[src/rtl/peripheral_bus_fabric_pkg.sv]
// Shared definitions for the peripheral-bus return-path fabric.
// Holds the fabric state encoding, the default data width, the default
// error read value, and the width of the saturating error counter.
package peripheral_bus_pkg;

    typedef enum logic [1:0] {
        IDLE    = 2'd0,
        ACTIVE  = 2'd1,
        DONE    = 2'd2,
        TIMEOUT = 2'd3
    } fabric_state_t;

    localparam int               DEFAULT_DATA_WIDTH = 32;
    localparam logic [31:0]      DEFAULT_ERROR_DATA = 32'hDEAD_BEEF;
    localparam int               ERR_CNT_W          = 8;

endpackage

[src/rtl/peripheral_bus_fabric_if.sv]
// Peripheral-bus handshake between the Wishbone bus interface (master)
// and the return-path fabric (slave).
//   peripheralBus_we / _oe   : write / read strobes, held until busy is low
//   peripheralBus_busy       : combined busy back to the bus interface
//   peripheralBus_dataRead   : muxed read data
//   bus_error                : transaction ended with an error (valid when busy low)
interface peripheral_bus_fabric_if
    import peripheral_bus_pkg::*;
#(
    parameter int DATA_WIDTH = DEFAULT_DATA_WIDTH
);
    logic                  peripheralBus_we;
    logic                  peripheralBus_oe;
    logic                  peripheralBus_busy;
    logic [DATA_WIDTH-1:0] peripheralBus_dataRead;
    logic                  bus_error;

    modport master (
        output peripheralBus_we,
        output peripheralBus_oe,
        input  peripheralBus_busy,
        input  peripheralBus_dataRead,
        input  bus_error
    );

    modport slave (
        input  peripheralBus_we,
        input  peripheralBus_oe,
        output peripheralBus_busy,
        output peripheralBus_dataRead,
        output bus_error
    );
endinterface

[src/rtl/peripheral_bus_fabric_priority_claim_mux.sv]
// Combinational priority mux over the device read claims.
//   claim       : per-device read claim
//   data_flat   : per-device read data, device i at [i*DATA_WIDTH +: DATA_WIDTH]
//   sel         : lowest index with its claim set (0 when none)
//   any_claim   : at least one claim
//   multi_claim : more than one claim
//   data        : read data of the selected device (0 when none)
module priority_claim_mux
    import peripheral_bus_pkg::*;
#(
    parameter int DEVICE_COUNT = 2,
    parameter int DATA_WIDTH   = DEFAULT_DATA_WIDTH,
    parameter int SEL_W        = (DEVICE_COUNT > 1) ? $clog2(DEVICE_COUNT) : 1
)(
    input  logic [DEVICE_COUNT-1:0]            claim,
    input  logic [DEVICE_COUNT*DATA_WIDTH-1:0] data_flat,
    output logic [SEL_W-1:0]                   sel,
    output logic                               any_claim,
    output logic                               multi_claim,
    output logic [DATA_WIDTH-1:0]              data
);
    always_comb begin
        sel  = '0;
        data = '0;
        // Scan from the top down so the lowest claiming index wins.
        for (int i = DEVICE_COUNT - 1; i >= 0; i--) begin
            if (claim[i]) begin
                sel  = SEL_W'(i);
                data = data_flat[i*DATA_WIDTH +: DATA_WIDTH];
            end
        end
        any_claim   = |claim;
        // Clearing the lowest set bit leaves something only if two or more were set.
        multi_claim = |(claim & (claim - DEVICE_COUNT'(1)));
    end
endmodule

[src/rtl/peripheral_bus_fabric.sv]
// Return-path fabric between the peripheral-bus interface and N devices.
// Combines device busy, muxes read data by lowest claiming index, tracks
// each transaction with a busy timeout, flags reads nobody claims, flags
// multi-device claims, and counts error events with saturation.
//   clk, rst              : clock, asynchronous active-high reset
//   bus                   : peripheral-bus handshake (slave side)
//   device_busy           : per-device busy
//   device_requestOutput  : per-device read claim
//   device_dataRead       : per-device read data, device i at [i*DATA_WIDTH +: DATA_WIDTH]
//   clear_status          : synchronous clear of conflict and error_count
//   conflict              : sticky, set when several devices claim during a strobe
//   error_count           : saturating count of decode errors and timeouts
module peripheral_bus_fabric
    import peripheral_bus_pkg::*;
#(
    parameter int                    DEVICE_COUNT   = 2,
    parameter int                    DATA_WIDTH     = DEFAULT_DATA_WIDTH,
    parameter int                    TIMEOUT_CYCLES = 64,
    parameter logic [DATA_WIDTH-1:0] ERROR_DATA     = DATA_WIDTH'(DEFAULT_ERROR_DATA)
)(
    input  logic                               clk,
    input  logic                               rst,
    peripheral_bus_fabric_if.slave             bus,
    input  logic [DEVICE_COUNT-1:0]            device_busy,
    input  logic [DEVICE_COUNT-1:0]            device_requestOutput,
    input  logic [DEVICE_COUNT*DATA_WIDTH-1:0] device_dataRead,
    input  logic                               clear_status,
    output logic                               conflict,
    output logic [ERR_CNT_W-1:0]               error_count
);
    localparam int SEL_W   = (DEVICE_COUNT > 1) ? $clog2(DEVICE_COUNT) : 1;
    localparam int TIMER_W = (TIMEOUT_CYCLES > 2) ? $clog2(TIMEOUT_CYCLES) : 1;

    function automatic logic [ERR_CNT_W-1:0] sat_inc(input logic [ERR_CNT_W-1:0] v);
        return (v == '1) ? v : v + 1'b1;
    endfunction

    fabric_state_t         state, state_next;
    logic [TIMER_W-1:0]    timer, timer_next;
    logic                  strobe, any_busy, complete, decode_err, err_inc;
    logic                  any_claim, multi_claim;
    logic [SEL_W-1:0]      sel;
    logic [DATA_WIDTH-1:0] mux_data;
    logic                  busy_out, error_out;
    logic [DATA_WIDTH-1:0] data_out;

    priority_claim_mux #(
        .DEVICE_COUNT (DEVICE_COUNT),
        .DATA_WIDTH   (DATA_WIDTH),
        .SEL_W        (SEL_W)
    ) u_mux (
        .claim       (device_requestOutput),
        .data_flat   (device_dataRead),
        .sel         (sel),
        .any_claim   (any_claim),
        .multi_claim (multi_claim),
        .data        (mux_data)
    );

    assign strobe     = bus.peripheralBus_we | bus.peripheralBus_oe;
    assign any_busy   = |device_busy;
    assign complete   = strobe & ~any_busy;
    assign decode_err = complete & bus.peripheralBus_oe & ~any_claim;

    always_ff @(posedge clk or posedge rst) begin
        if (rst) begin
            state       <= IDLE;
            timer       <= '0;
            conflict    <= 1'b0;
            error_count <= '0;
        end else begin
            state <= state_next;
            timer <= timer_next;
            // Clear wins over a set/increment landing on the same edge.
            if (clear_status) begin
                conflict    <= 1'b0;
                error_count <= '0;
            end else begin
                if (strobe && multi_claim) conflict <= 1'b1;
                if (err_inc) error_count <= sat_inc(error_count);
            end
        end
    end

    always_comb begin
        state_next = state;
        timer_next = timer;
        busy_out   = 1'b0;
        error_out  = 1'b0;
        data_out   = '0;
        err_inc    = 1'b0;

        unique case (state)
            IDLE, ACTIVE: begin
                busy_out = any_busy;
                data_out = any_claim ? mux_data : '0;
                if (decode_err) begin
                    error_out = 1'b1;
                    data_out  = ERROR_DATA;
                    err_inc   = 1'b1;
                end
                if (state == IDLE) begin
                    if (strobe && any_busy) begin
                        state_next = ACTIVE;
                        timer_next = TIMER_W'(1);
                    end else if (strobe) begin
                        state_next = DONE;
                    end
                end else if (!strobe) begin
                    // Master abort: drop back quietly.
                    state_next = IDLE;
                    timer_next = '0;
                end else if (any_busy) begin
                    if (timer == TIMER_W'(TIMEOUT_CYCLES - 1)) begin
                        state_next = TIMEOUT;
                        err_inc    = 1'b1;
                    end else begin
                        timer_next = timer + 1'b1;
                    end
                end else begin
                    state_next = DONE;
                    timer_next = '0;
                end
            end
            DONE: begin
                if (!strobe) state_next = IDLE;
            end
            TIMEOUT: begin
                // Device busy is masked so the master is released with an error.
                error_out = 1'b1;
                data_out  = ERROR_DATA;
                if (!strobe) begin
                    state_next = IDLE;
                    timer_next = '0;
                end
            end
            default: state_next = IDLE;
        endcase

        if (rst) begin
            busy_out  = 1'b0;
            error_out = 1'b0;
            data_out  = '0;
        end
    end

    assign bus.peripheralBus_busy     = busy_out;
    assign bus.bus_error              = error_out;
    assign bus.peripheralBus_dataRead = data_out;
endmodule

[src/flat_wrapper.sv]
// flat-port wrapper written by rule: the top's interface ports become plain ports
module peripheral_bus_fabric_flat import peripheral_bus_pkg::*;
#(
    parameter int                    DEVICE_COUNT   = 2,
    parameter int                    DATA_WIDTH     = DEFAULT_DATA_WIDTH,
    parameter int                    TIMEOUT_CYCLES = 64,
    parameter logic [DATA_WIDTH-1:0] ERROR_DATA     = DATA_WIDTH'(DEFAULT_ERROR_DATA)
)
  (clk, rst, device_busy, device_requestOutput, device_dataRead, clear_status, conflict, error_count, bus_peripheralBus_we, bus_peripheralBus_oe, bus_peripheralBus_busy, bus_peripheralBus_dataRead, bus_bus_error);
  peripheral_bus_fabric_if #(.DATA_WIDTH(DATA_WIDTH)) bus_i ();
  input  logic clk;
  input  logic rst;
  input  logic [DEVICE_COUNT-1:0] device_busy;
  input  logic [DEVICE_COUNT-1:0] device_requestOutput;
  input  logic [DEVICE_COUNT*DATA_WIDTH-1:0] device_dataRead;
  input  logic clear_status;
  output logic conflict;
  output logic [ERR_CNT_W-1:0] error_count;
  input wire logic [$bits(bus_i.peripheralBus_we)-1:0] bus_peripheralBus_we;
  input wire logic [$bits(bus_i.peripheralBus_oe)-1:0] bus_peripheralBus_oe;
  output wire logic [$bits(bus_i.peripheralBus_busy)-1:0] bus_peripheralBus_busy;
  output wire logic [$bits(bus_i.peripheralBus_dataRead)-1:0] bus_peripheralBus_dataRead;
  output wire logic [$bits(bus_i.bus_error)-1:0] bus_bus_error;
  assign bus_i.peripheralBus_we = bus_peripheralBus_we;
  assign bus_i.peripheralBus_oe = bus_peripheralBus_oe;
  assign bus_peripheralBus_busy = bus_i.peripheralBus_busy;
  assign bus_peripheralBus_dataRead = bus_i.peripheralBus_dataRead;
  assign bus_bus_error = bus_i.bus_error;
  peripheral_bus_fabric #(.DEVICE_COUNT(DEVICE_COUNT), .DATA_WIDTH(DATA_WIDTH), .TIMEOUT_CYCLES(TIMEOUT_CYCLES), .ERROR_DATA(ERROR_DATA)) u_core (.clk(clk), .rst(rst), .bus(bus_i), .device_busy(device_busy), .device_requestOutput(device_requestOutput), .device_dataRead(device_dataRead), .clear_status(clear_status), .conflict(conflict), .error_count(error_count));
endmodule
[config.mk]
export PLATFORM = sky130hd
export DESIGN_NAME = peripheral_bus_fabric_flat
export DESIGN_NICKNAME = d
export VERILOG_FILES = /design/src/rtl/peripheral_bus_fabric_pkg.sv /design/src/rtl/peripheral_bus_fabric_if.sv /design/src/rtl/peripheral_bus_fabric_priority_claim_mux.sv /design/src/rtl/peripheral_bus_fabric.sv /design/src/flat_wrapper.sv
export SDC_FILE = /design/constraint.sdc
export NUM_CORES = 1
export LEC_CHECK = 0
export ABC_AREA = 1
export BUFFER_PORTS_ARGS = -buffer_cell sky130_fd_sc_hd__buf_2
export CORE_ASPECT_RATIO = 1.25
export CORE_MARGIN = 2
export CORE_UTILIZATION = 42
export DETAILED_ROUTE_END_ITERATION = 16
export PLACE_DENSITY = 0.81
export SLEW_MARGIN = 20
export SYNTH_ARGS = -nofsm -noshare
export SYNTH_HDL_FRONTEND = slang
export SYNTH_SLANG_ARGS = --single-unit
[constraint.sdc]
create_clock -name clk -period 1.9 [get_ports clk]
set_input_delay 0.19 -clock clk [delete_from_list [all_inputs] [get_ports clk]]
set_output_delay 0.19 -clock clk [all_outputs]
set_load 0.01 [all_outputs]
==> impl_metrics.prom, run 1 <==
# TYPE chip_impl_metric gauge
chip_impl_info{name="startpoint",value="u_core.state[1]"} 1
chip_impl_metric{name="drt-pass1-iter-count",unit=""} 4
chip_impl_metric{name="clock_tree.buffer_depth",unit=""} 2
chip_impl_metric{name="final_cycle_share",unit="%"} 92.9
chip_impl_info{name="cp-end-kind",value="primary output"} 1
chip_impl_metric{name="core",unit="mm2"} 0.00382
chip_impl_metric{name="grt_overflow_total",unit=""} 0
chip_impl_metric{name="critical_path_required",unit="ns"} 1.71
chip_impl_info{name="tritoncts",value="done"} 1
chip_impl_metric{name="n_antenna_cell",unit=""} 0
chip_impl_info{name="synth_area_leader_cell",value="sky130_fd_sc_hd__dfrtp_1"} 1
chip_impl_metric{name="slew-limit-headroom",unit="%"} 75.3
chip_impl_metric{name="synth_warnings",unit=""} 0
chip_impl_info{name="r2r_start",value="u_core.timer[0]"} 1
chip_impl_metric{name="detailroute.via_count",unit=""} 2057
chip_impl_metric{name="flow.area_growth_from_synthesis",unit="%"} 40.6
chip_impl_metric{name="placement_rows",unit=""} 25
chip_impl_metric{name="clkLatencyLatePin",unit="ns"} 0.25
chip_impl_metric{name="mappedNetlistNets",unit=""} 324
chip_impl_metric{name="die_y",unit="um"} 74.5
chip_impl_metric{name="power-per-cell-area",unit="mW/mm2"} 777
chip_impl_metric{name="path_clk_slew",unit="ns"} 0.07
chip_impl_metric{name="gp_congestion",unit=""} 0.870
chip_impl_metric{name="floorplan_die_width",unit="um"} 60.4
chip_impl_info{name="synth.top_cells.by_area",value="sky130_fd_sc_hd__dfrtp_1 25%, sky130_fd_sc_hd__mux2i_1 14%, sky130_fd_sc_hd__nand2_1 13%, sky130_fd_sc_hd__o21ai_0 6.9%, sky130_fd_sc_hd__nand3_1 5.4%"} 1
chip_impl_metric{name="grt_start_max_net_pins",unit=""} 26
chip_impl_metric{name="global_route_wire_length_before_repair",unit="um"} 8180
chip_impl_info{name="run_status",value="finished clean"} 1
chip_impl_metric{name="dp.cells",unit=""} 414
chip_impl_info{name="start_kind",value="flip-flop"} 1
chip_impl_info{name="top_flip_flop_cell_by_instance_count_after_synthesis",value="sky130_fd_sc_hd__dfrtp_1"} 1
chip_impl_metric{name="worst_clock_skew",unit="ns"} 0.00530
chip_impl_metric{name="cts.sink_count",unit=""} 17
chip_impl_metric{name="report.final.slew_viol_count",unit=""} 0
chip_impl_metric{name="detail-route-antenna-nets",unit=""} 0
chip_impl_metric{name="htree_levels",unit=""} 1
chip_impl_metric{name="ys_seq_elements",unit=""} 17
chip_impl_metric{name="io_buffers",unit=""} 115
chip_impl_metric{name="cap_viol_max_count",unit=""} 0
chip_impl_metric{name="ys_async_sr_fraction",unit="%"} 100
chip_impl_metric{name="vdd_drop_max",unit="mV"} 0.547
chip_impl_metric{name="wl_per_cell",unit="um"} 12.3
chip_impl_metric{name="grt_antenna_before_repair",unit=""} 0
chip_impl_metric{name="synth_edf_count",unit=""} 0
chip_impl_metric{name="total_leakage_power",unit="nW"} 1.39
chip_impl_metric{name="ios",unit=""} 116
chip_impl_metric{name="syn-instance-count",unit=""} 249
chip_impl_metric{name="final_cells",unit=""} 418
chip_impl_metric{name="track_usage",unit="%"} 23.1
chip_impl_metric{name="timing_hold_violations_final",unit=""} 0
chip_impl_metric{name="vias_in_the_first_global_route",unit=""} 1875
chip_impl_metric{name="die-area",unit="mm2"} 0.00450
chip_impl_info{name="timing.setup.critical_path_class",value="flip-flop to primary output"} 1
chip_impl_metric{name="post_synth_instance_area",unit="mm2"} 0.00167
chip_impl_info{name="final_cell_mix",value="115 x sky130_fd_sc_hd__buf_2, 56 x sky130_fd_sc_hd__nand2_1, 24 x sky130_fd_sc_hd__nor2_1, 24 x sky130_fd_sc_hd__mux2i_1, 23 x sky130_fd_sc_hd__o21ai_0"} 1
chip_impl_metric{name="cp.arrival",unit="ns"} 1.58
chip_impl_metric{name="synthesis.area_per_instance",unit="um2"} 6.71
chip_impl_metric{name="fraction_of_final_layout_cells_with_drive_strength_greater_than_1",unit="%"} 38.5
chip_impl_info{name="layout.cells.most_common",value="sky130_fd_sc_hd__buf_2"} 1
chip_impl_metric{name="crit_fanout",unit=""} 25
chip_impl_metric{name="ff2ff_path_depth",unit=""} 10
chip_impl_metric{name="drt-initial-drc-count",unit=""} 85
chip_impl_metric{name="effective_utilization_at_floorplan",unit="%"} 43.8
chip_impl_metric{name="fmaxAchievable",unit="MHz"} 567
chip_impl_metric{name="holdWs",unit="ns"} 0.0385
chip_impl_metric{name="post_dr_vias_cell",unit=""} 4.92
chip_impl_metric{name="setup-violations-final",unit=""} 0
chip_impl_metric{name="yosys.area.top_type_share",unit="%"} 25.4
chip_impl_metric{name="route.final.wire_length",unit="um"} 5150
chip_impl_metric{name="actual_slew_at_the_worst_max_slew_pin",unit="ns"} 0.369
chip_impl_metric{name="finalWorstPathRequiredPeriod",unit="ns"} 1.77
chip_impl_info{name="clk_root_buffer_cell",value="sky130_fd_sc_hd__clkbuf_8"} 1
chip_impl_info{name="capturing_element_of_the_worst_setup_path",value="bus_peripheralBus_dataRead[13]"} 1
chip_impl_info{name="grt_setup_unrepaired",value="no"} 1
chip_impl_metric{name="dp_hpwl",unit="um"} 4190
chip_impl_metric{name="number_of_nets_in_the_layout",unit=""} 440
chip_impl_info{name="min_path_type",value="primary input to async pin"} 1
chip_impl_metric{name="drc_errors",unit=""} 0
chip_impl_metric{name="synth_cell_type_count",unit=""} 26
chip_impl_metric{name="postCtsSetupBuffers",unit=""} 0
chip_impl_metric{name="r2r_slack",unit="ns"} 0.34
chip_impl_metric{name="ys_seq_area_share",unit="%"} 25.4
chip_impl_info{name="r2r_end",value="u_core.error_count[4]"} 1
chip_impl_metric{name="tns",unit="ns"} 0
chip_impl_metric{name="cts_inserted_buffers",unit=""} 3
chip_impl_metric{name="total_power",unit="mW"} 1.83
how the worst min path moves through the flow:
stage | endpoint | slack (ns) | cells after the start
final | u_core.state[1] | 0.04 | 3
after global routing | u_core.timer[5] | 0.07 | 3
after CTS | u_core.timer[5] | 0.05 | 3
after detailed placement | u_core.timer[5] | 0.32 | 3
after global placement | u_core.conflict | 0.32 | 3
after floorplan | u_core.conflict | 0.12 | 1
flip-flops by register name, indices dropped and copies added, names as in the netlist:
signal and cells:
u_core.conflict 1, u_core.state 2, u_core.timer 6, u_core.error_count 8
timing repair:
item | 4_1_cts | 5_1_grt
resized for setup | 2 | 1
hold buffers | 0 | 0
pin swaps | 0 | 0
endpoints found under the setup margin | 22 | 9
area by class of cell:
| class | count | area [um2] |
|---|---|---|
| multi-input combinational | 198 | 1100 |
| sequential | 17 | 425 |
| fill | 395 | 1470 |
| clock buffer | 4 | 45.0 |
| tap | 54 | 67.6 |
| inverter | 25 | 98.8 |
| timing repair buffer | 120 | 613 |
cell families after synthesis:
kind of cell	after synthesis	synth area share, %
muxes	24	14.4
DFF	17	25.4
buffers and inverters	34	9.36
xor gates and xnor gates	4	2.10
AOI/OAI and AO/OA	43	13.0
and+or+nand+nor	125	34.2
adders and majority gates	2	1.50
worst max-delay path, cell delays in order (launching register included):
cell,delay [ns]
sky130_fd_sc_hd__dfrtp_1,0.41
sky130_fd_sc_hd__inv_4,0.09
sky130_fd_sc_hd__nor2_2,0.04
sky130_fd_sc_hd__nor2_2,0.17
sky130_fd_sc_hd__nand2_2,0.27
sky130_fd_sc_hd__o21ai_0,0.17
sky130_fd_sc_hd__buf_2,0.17
cell usage after synthesis (4+ instances only):
cell / instances
sky130_fd_sc_hd__nor2_1: 24
sky130_fd_sc_hd__nor2_2: 4
sky130_fd_sc_hd__xor2_1: 4
sky130_fd_sc_hd__nor4_1: 4
sky130_fd_sc_hd__nand3_1: 18
sky130_fd_sc_hd__a21oi_1: 9
sky130_fd_sc_hd__mux2i_1: 24
sky130_fd_sc_hd__nor3_1: 6
sky130_fd_sc_hd__o21ai_0: 23
sky130_fd_sc_hd__buf_2: 6
sky130_fd_sc_hd__o21ai_1: 9
sky130_fd_sc_hd__inv_1: 22
sky130_fd_sc_hd__nand2_1: 58
sky130_fd_sc_hd__dfrtp_1: 17
layer usage:
metal / vias up / part of all wire, % / track usage, %
met4: 0 / 1.5 / 4.59
li1: 1059 / - / -
met5: - / 0 / 0
met2: 75 / 48 / 39.5
met1: 913 / 42 / 30.4
met3: 10 / 8.1 / 4.35
report_power, final:
part           switching [mW]  internal (mW)
sequential             0.0675          0.415
combinational           0.653          0.424
clock                   0.118          0.148
metrics by stage:
stage / utilization [%] / setup slack (ns) / area [um2]
finish: 61.6 / 0.135 / 2350
global route: 61.6 / 0.00156 / 2350
CTS: 61.4 / 0.114 / 2340
global placement: 60.1 / 0.236 / 2290
floorplan: - / 0.445 / 1670
detailed placement: 60.1 / 0.220 / 2290
Note: power is estimated with default switching activity, not from simulation.
==> run 2, diff against run 1 <==
--- a/config.mk
+++ b/config.mk
@@ -7,11 +7,12 @@
 export LEC_CHECK = 0
 export ABC_AREA = 1
 export BUFFER_PORTS_ARGS = -buffer_cell sky130_fd_sc_hd__buf_2
+export CAP_MARGIN = 10
 export CORE_ASPECT_RATIO = 1.25
 export CORE_MARGIN = 2
 export CORE_UTILIZATION = 42
 export DETAILED_ROUTE_END_ITERATION = 16
-export PLACE_DENSITY = 0.81
+export PLACE_DENSITY = 0.79
 export SLEW_MARGIN = 20
 export SYNTH_ARGS = -nofsm -noshare
 export SYNTH_HDL_FRONTEND = slang
==> impl_metrics.prom, run 2 (synthesis results as in run 1) <==
# TYPE chip_impl_metric gauge
chip_impl_info{name="run_status",value="finished clean"} 1
chip_impl_metric{name="report.final.slew_viol_count",unit=""} 0
chip_impl_metric{name="worst_clock_skew",unit="ns"} 0.00293
chip_impl_metric{name="post_dr_vias_cell",unit=""} 4.92
chip_impl_metric{name="global_route_wire_length_before_repair",unit="um"} 8290
chip_impl_info{name="timing.critical_path.cells",value="inv_4, nor2_2, nor2_4, nand2_4, o21ai_0, buf_2"} 1
chip_impl_metric{name="clock_tree.buffer_depth",unit=""} 2
chip_impl_metric{name="effective_utilization_at_floorplan",unit="%"} 43.8
chip_impl_metric{name="core",unit="mm2"} 0.00382
chip_impl_metric{name="num-fill-cells",unit=""} 378
chip_impl_metric{name="tns",unit="ns"} 0
chip_impl_metric{name="path_clk_slew",unit="ns"} 0.06
chip_impl_metric{name="detail-route-antenna-nets",unit=""} 0
chip_impl_metric{name="drt-pass1-iter-count",unit=""} 7
chip_impl_metric{name="cp.arrival",unit="ns"} 1.49
chip_impl_metric{name="crit_fanout",unit=""} 24
chip_impl_info{name="largestRegisters",value="u_core.error_count: 8 flops, u_core.timer: 6 flops, u_core.state: 2 flops"} 1
chip_impl_metric{name="register_area",unit="um2"} 425
chip_impl_info{name="cp-end-kind",value="primary output"} 1
chip_impl_metric{name="htree_levels",unit=""} 1
chip_impl_metric{name="wl_per_cell",unit="um"} 12.2
chip_impl_metric{name="flow.area_growth_from_synthesis",unit="%"} 41.3
chip_impl_metric{name="multi_input_logic_area",unit="mm2"} 0.00111
chip_impl_metric{name="placedInstanceArea",unit="mm2"} 0.00229
chip_impl_metric{name="die-area",unit="mm2"} 0.00450
chip_impl_metric{name="gp_congestion",unit=""} 0.893
chip_impl_metric{name="finish.instance_area",unit="mm2"} 0.00236
chip_impl_metric{name="detailroute.via_count",unit=""} 2060
chip_impl_metric{name="grt_start_max_net_pins",unit=""} 26
chip_impl_metric{name="grt_overflow_total",unit=""} 0
chip_impl_metric{name="critical_path_required",unit="ns"} 1.71
chip_impl_info{name="timing.critical_path.slowest_stage_cell",value="sky130_fd_sc_hd__dfrtp_1"} 1
chip_impl_metric{name="fmaxAchievable",unit="MHz"} 594
chip_impl_metric{name="floorplan_die_width",unit="um"} 60.4
chip_impl_metric{name="postCtsSetupBuffers",unit=""} 0
chip_impl_metric{name="ios",unit=""} 116
chip_impl_metric{name="slew-limit-headroom",unit="%"} 78.2
chip_impl_info{name="final_cell_mix",value="115 x sky130_fd_sc_hd__buf_2, 56 x sky130_fd_sc_hd__nand2_1, 24 x sky130_fd_sc_hd__nor2_1, 24 x sky130_fd_sc_hd__mux2i_1, 23 x sky130_fd_sc_hd__o21ai_0"} 1
chip_impl_info{name="top_register",value="u_core.error_count"} 1
chip_impl_info{name="tritoncts",value="done"} 1
chip_impl_metric{name="route.final.wire_length",unit="um"} 5130
chip_impl_metric{name="cts_inserted_buffers",unit=""} 3
chip_impl_metric{name="clkLatencyLatePin",unit="ns"} 0.25
chip_impl_metric{name="vias_in_the_first_global_route",unit=""} 1902
chip_impl_info{name="timing.setup.critical_path_class",value="flip-flop to primary output"} 1
chip_impl_metric{name="cts_resized",unit=""} 2
chip_impl_info{name="layout.cells.most_common",value="sky130_fd_sc_hd__buf_2"} 1
chip_impl_info{name="min_path_type",value="primary input to async pin"} 1
chip_impl_metric{name="io_buffers",unit=""} 115
chip_impl_metric{name="cap_viol_max_count",unit=""} 0
chip_impl_metric{name="ctsHoldBuffers",unit=""} 0
chip_impl_metric{name="dp_hpwl",unit="um"} 4130
chip_impl_metric{name="cts.sink_count",unit=""} 17
chip_impl_metric{name="track_usage",unit="%"} 23.4
chip_impl_metric{name="die_y",unit="um"} 74.5
chip_impl_metric{name="total_leakage_power",unit="nW"} 1.39
chip_impl_metric{name="grt_antenna_before_repair",unit=""} 1
chip_impl_metric{name="ff2ff_path_depth",unit=""} 10
chip_impl_metric{name="finalWorstPathRequiredPeriod",unit="ns"} 1.68
chip_impl_metric{name="timing_hold_violations_final",unit=""} 0
chip_impl_metric{name="drt-initial-drc-count",unit=""} 93
chip_impl_info{name="grt_setup_unrepaired",value="no"} 1
chip_impl_metric{name="drc_errors",unit=""} 0
chip_impl_metric{name="fraction_of_final_layout_cells_with_drive_strength_greater_than_1",unit="%"} 38.5
chip_impl_info{name="start_kind",value="flip-flop"} 1
chip_impl_metric{name="final_cycle_share",unit="%"} 88.6
chip_impl_info{name="clk_root_buffer_cell",value="sky130_fd_sc_hd__clkbuf_8"} 1
chip_impl_metric{name="number_of_nets_in_the_layout",unit=""} 440
chip_impl_metric{name="vdd_drop_max",unit="mV"} 0.466
chip_impl_metric{name="placement_rows",unit=""} 25
chip_impl_metric{name="critPathMaxStageDelay",unit="ns"} 0.41
chip_impl_metric{name="setup-violations-final",unit=""} 0
chip_impl_metric{name="actual_slew_at_the_worst_max_slew_pin",unit="ns"} 0.327
chip_impl_metric{name="largest_register_ff_count",unit=""} 8
chip_impl_metric{name="power-per-cell-area",unit="mW/mm2"} 782
==> run 2: changes by cell type in the layout (fill, tap and decap cells not counted), sizes merged <==
| cell | previous run | this run |
|---|---|---|
| diode | 0 | 1 |
==> run 2: path summary, 6_finish.rpt <==
path                                       from                              to  slack [ns]
worst max-delay path            u_core.state[1]  bus_peripheralBus_dataRead[15]        0.22
worst min-delay path                        rst                 u_core.state[1]        0.05
worst max register to register  u_core.timer[0]           u_core.error_count[5]        0.34
worst min register to register  u_core.conflict                 u_core.conflict        0.51
max in group asynchronous                   rst                 u_core.timer[4]        1.66
min in group clk                   clear_status                 u_core.conflict        0.20
==> run 2: stage by stage <==
step,cells,power (mW),util [%],hold slack [ns],setup slack (ns)
6_report,419,1.85,61.9,0.0487,0.216
5_1_grt,419,2.01,61.9,0.0781,0.0755
4_1_cts,418,1.84,61.4,0.0441,0.105
3_5_place_dp,414,1.56,60.1,0.312,0.209
3_3_place_gp,414,1.54,60.1,0.314,0.223
2_1_floorplan,249,1.18,-,0.125,0.445
==> run 2: final cells by class <==
type                       count  area share [%]
multi-input combinational    198            47.0
tap                           54            2.86
sequential                    17            18.0
clock buffer                   4            1.91
timing repair buffer         120            26.0
antenna                        1           0.106
inverter                      25            4.18
==> run 2: report_power, final <==
| group | internal, mW | switching, mW | leakage [nW] |
|---|---|---|---|
| combinational | 0.430 | 0.670 | 1.14 |
| clock | 0.149 | 0.118 | 0.0228 |
| sequential | 0.415 | 0.0675 | 0.229 |
==> run 2: routing by layer <==
| layer | part of all wire [%] | track usage [%] | vias to the layer above | wire length [um] |
|---|---|---|---|---|
| li1 | - | - | 1060 | - |
| met1 | 45 | 31.3 | 913 | 2300 |
| met2 | 47 | 38.8 | 81 | 2430 |
| met3 | 6.9 | 4.52 | 6 | 355 |
| met4 | 0.88 | 5.56 | 0 | 45 |
| met5 | 0 | 0 | - | 0 |
==> run 2: critical path: cells and delay by family, from the launching register on <==
kind | cells | cell delay, ns
and+or+nand+nor | 3 | 0.38
buffers and inverters | 2 | 0.25
DFF | 1 | 0.41
AOI/OAI and AO/OA | 1 | 0.21
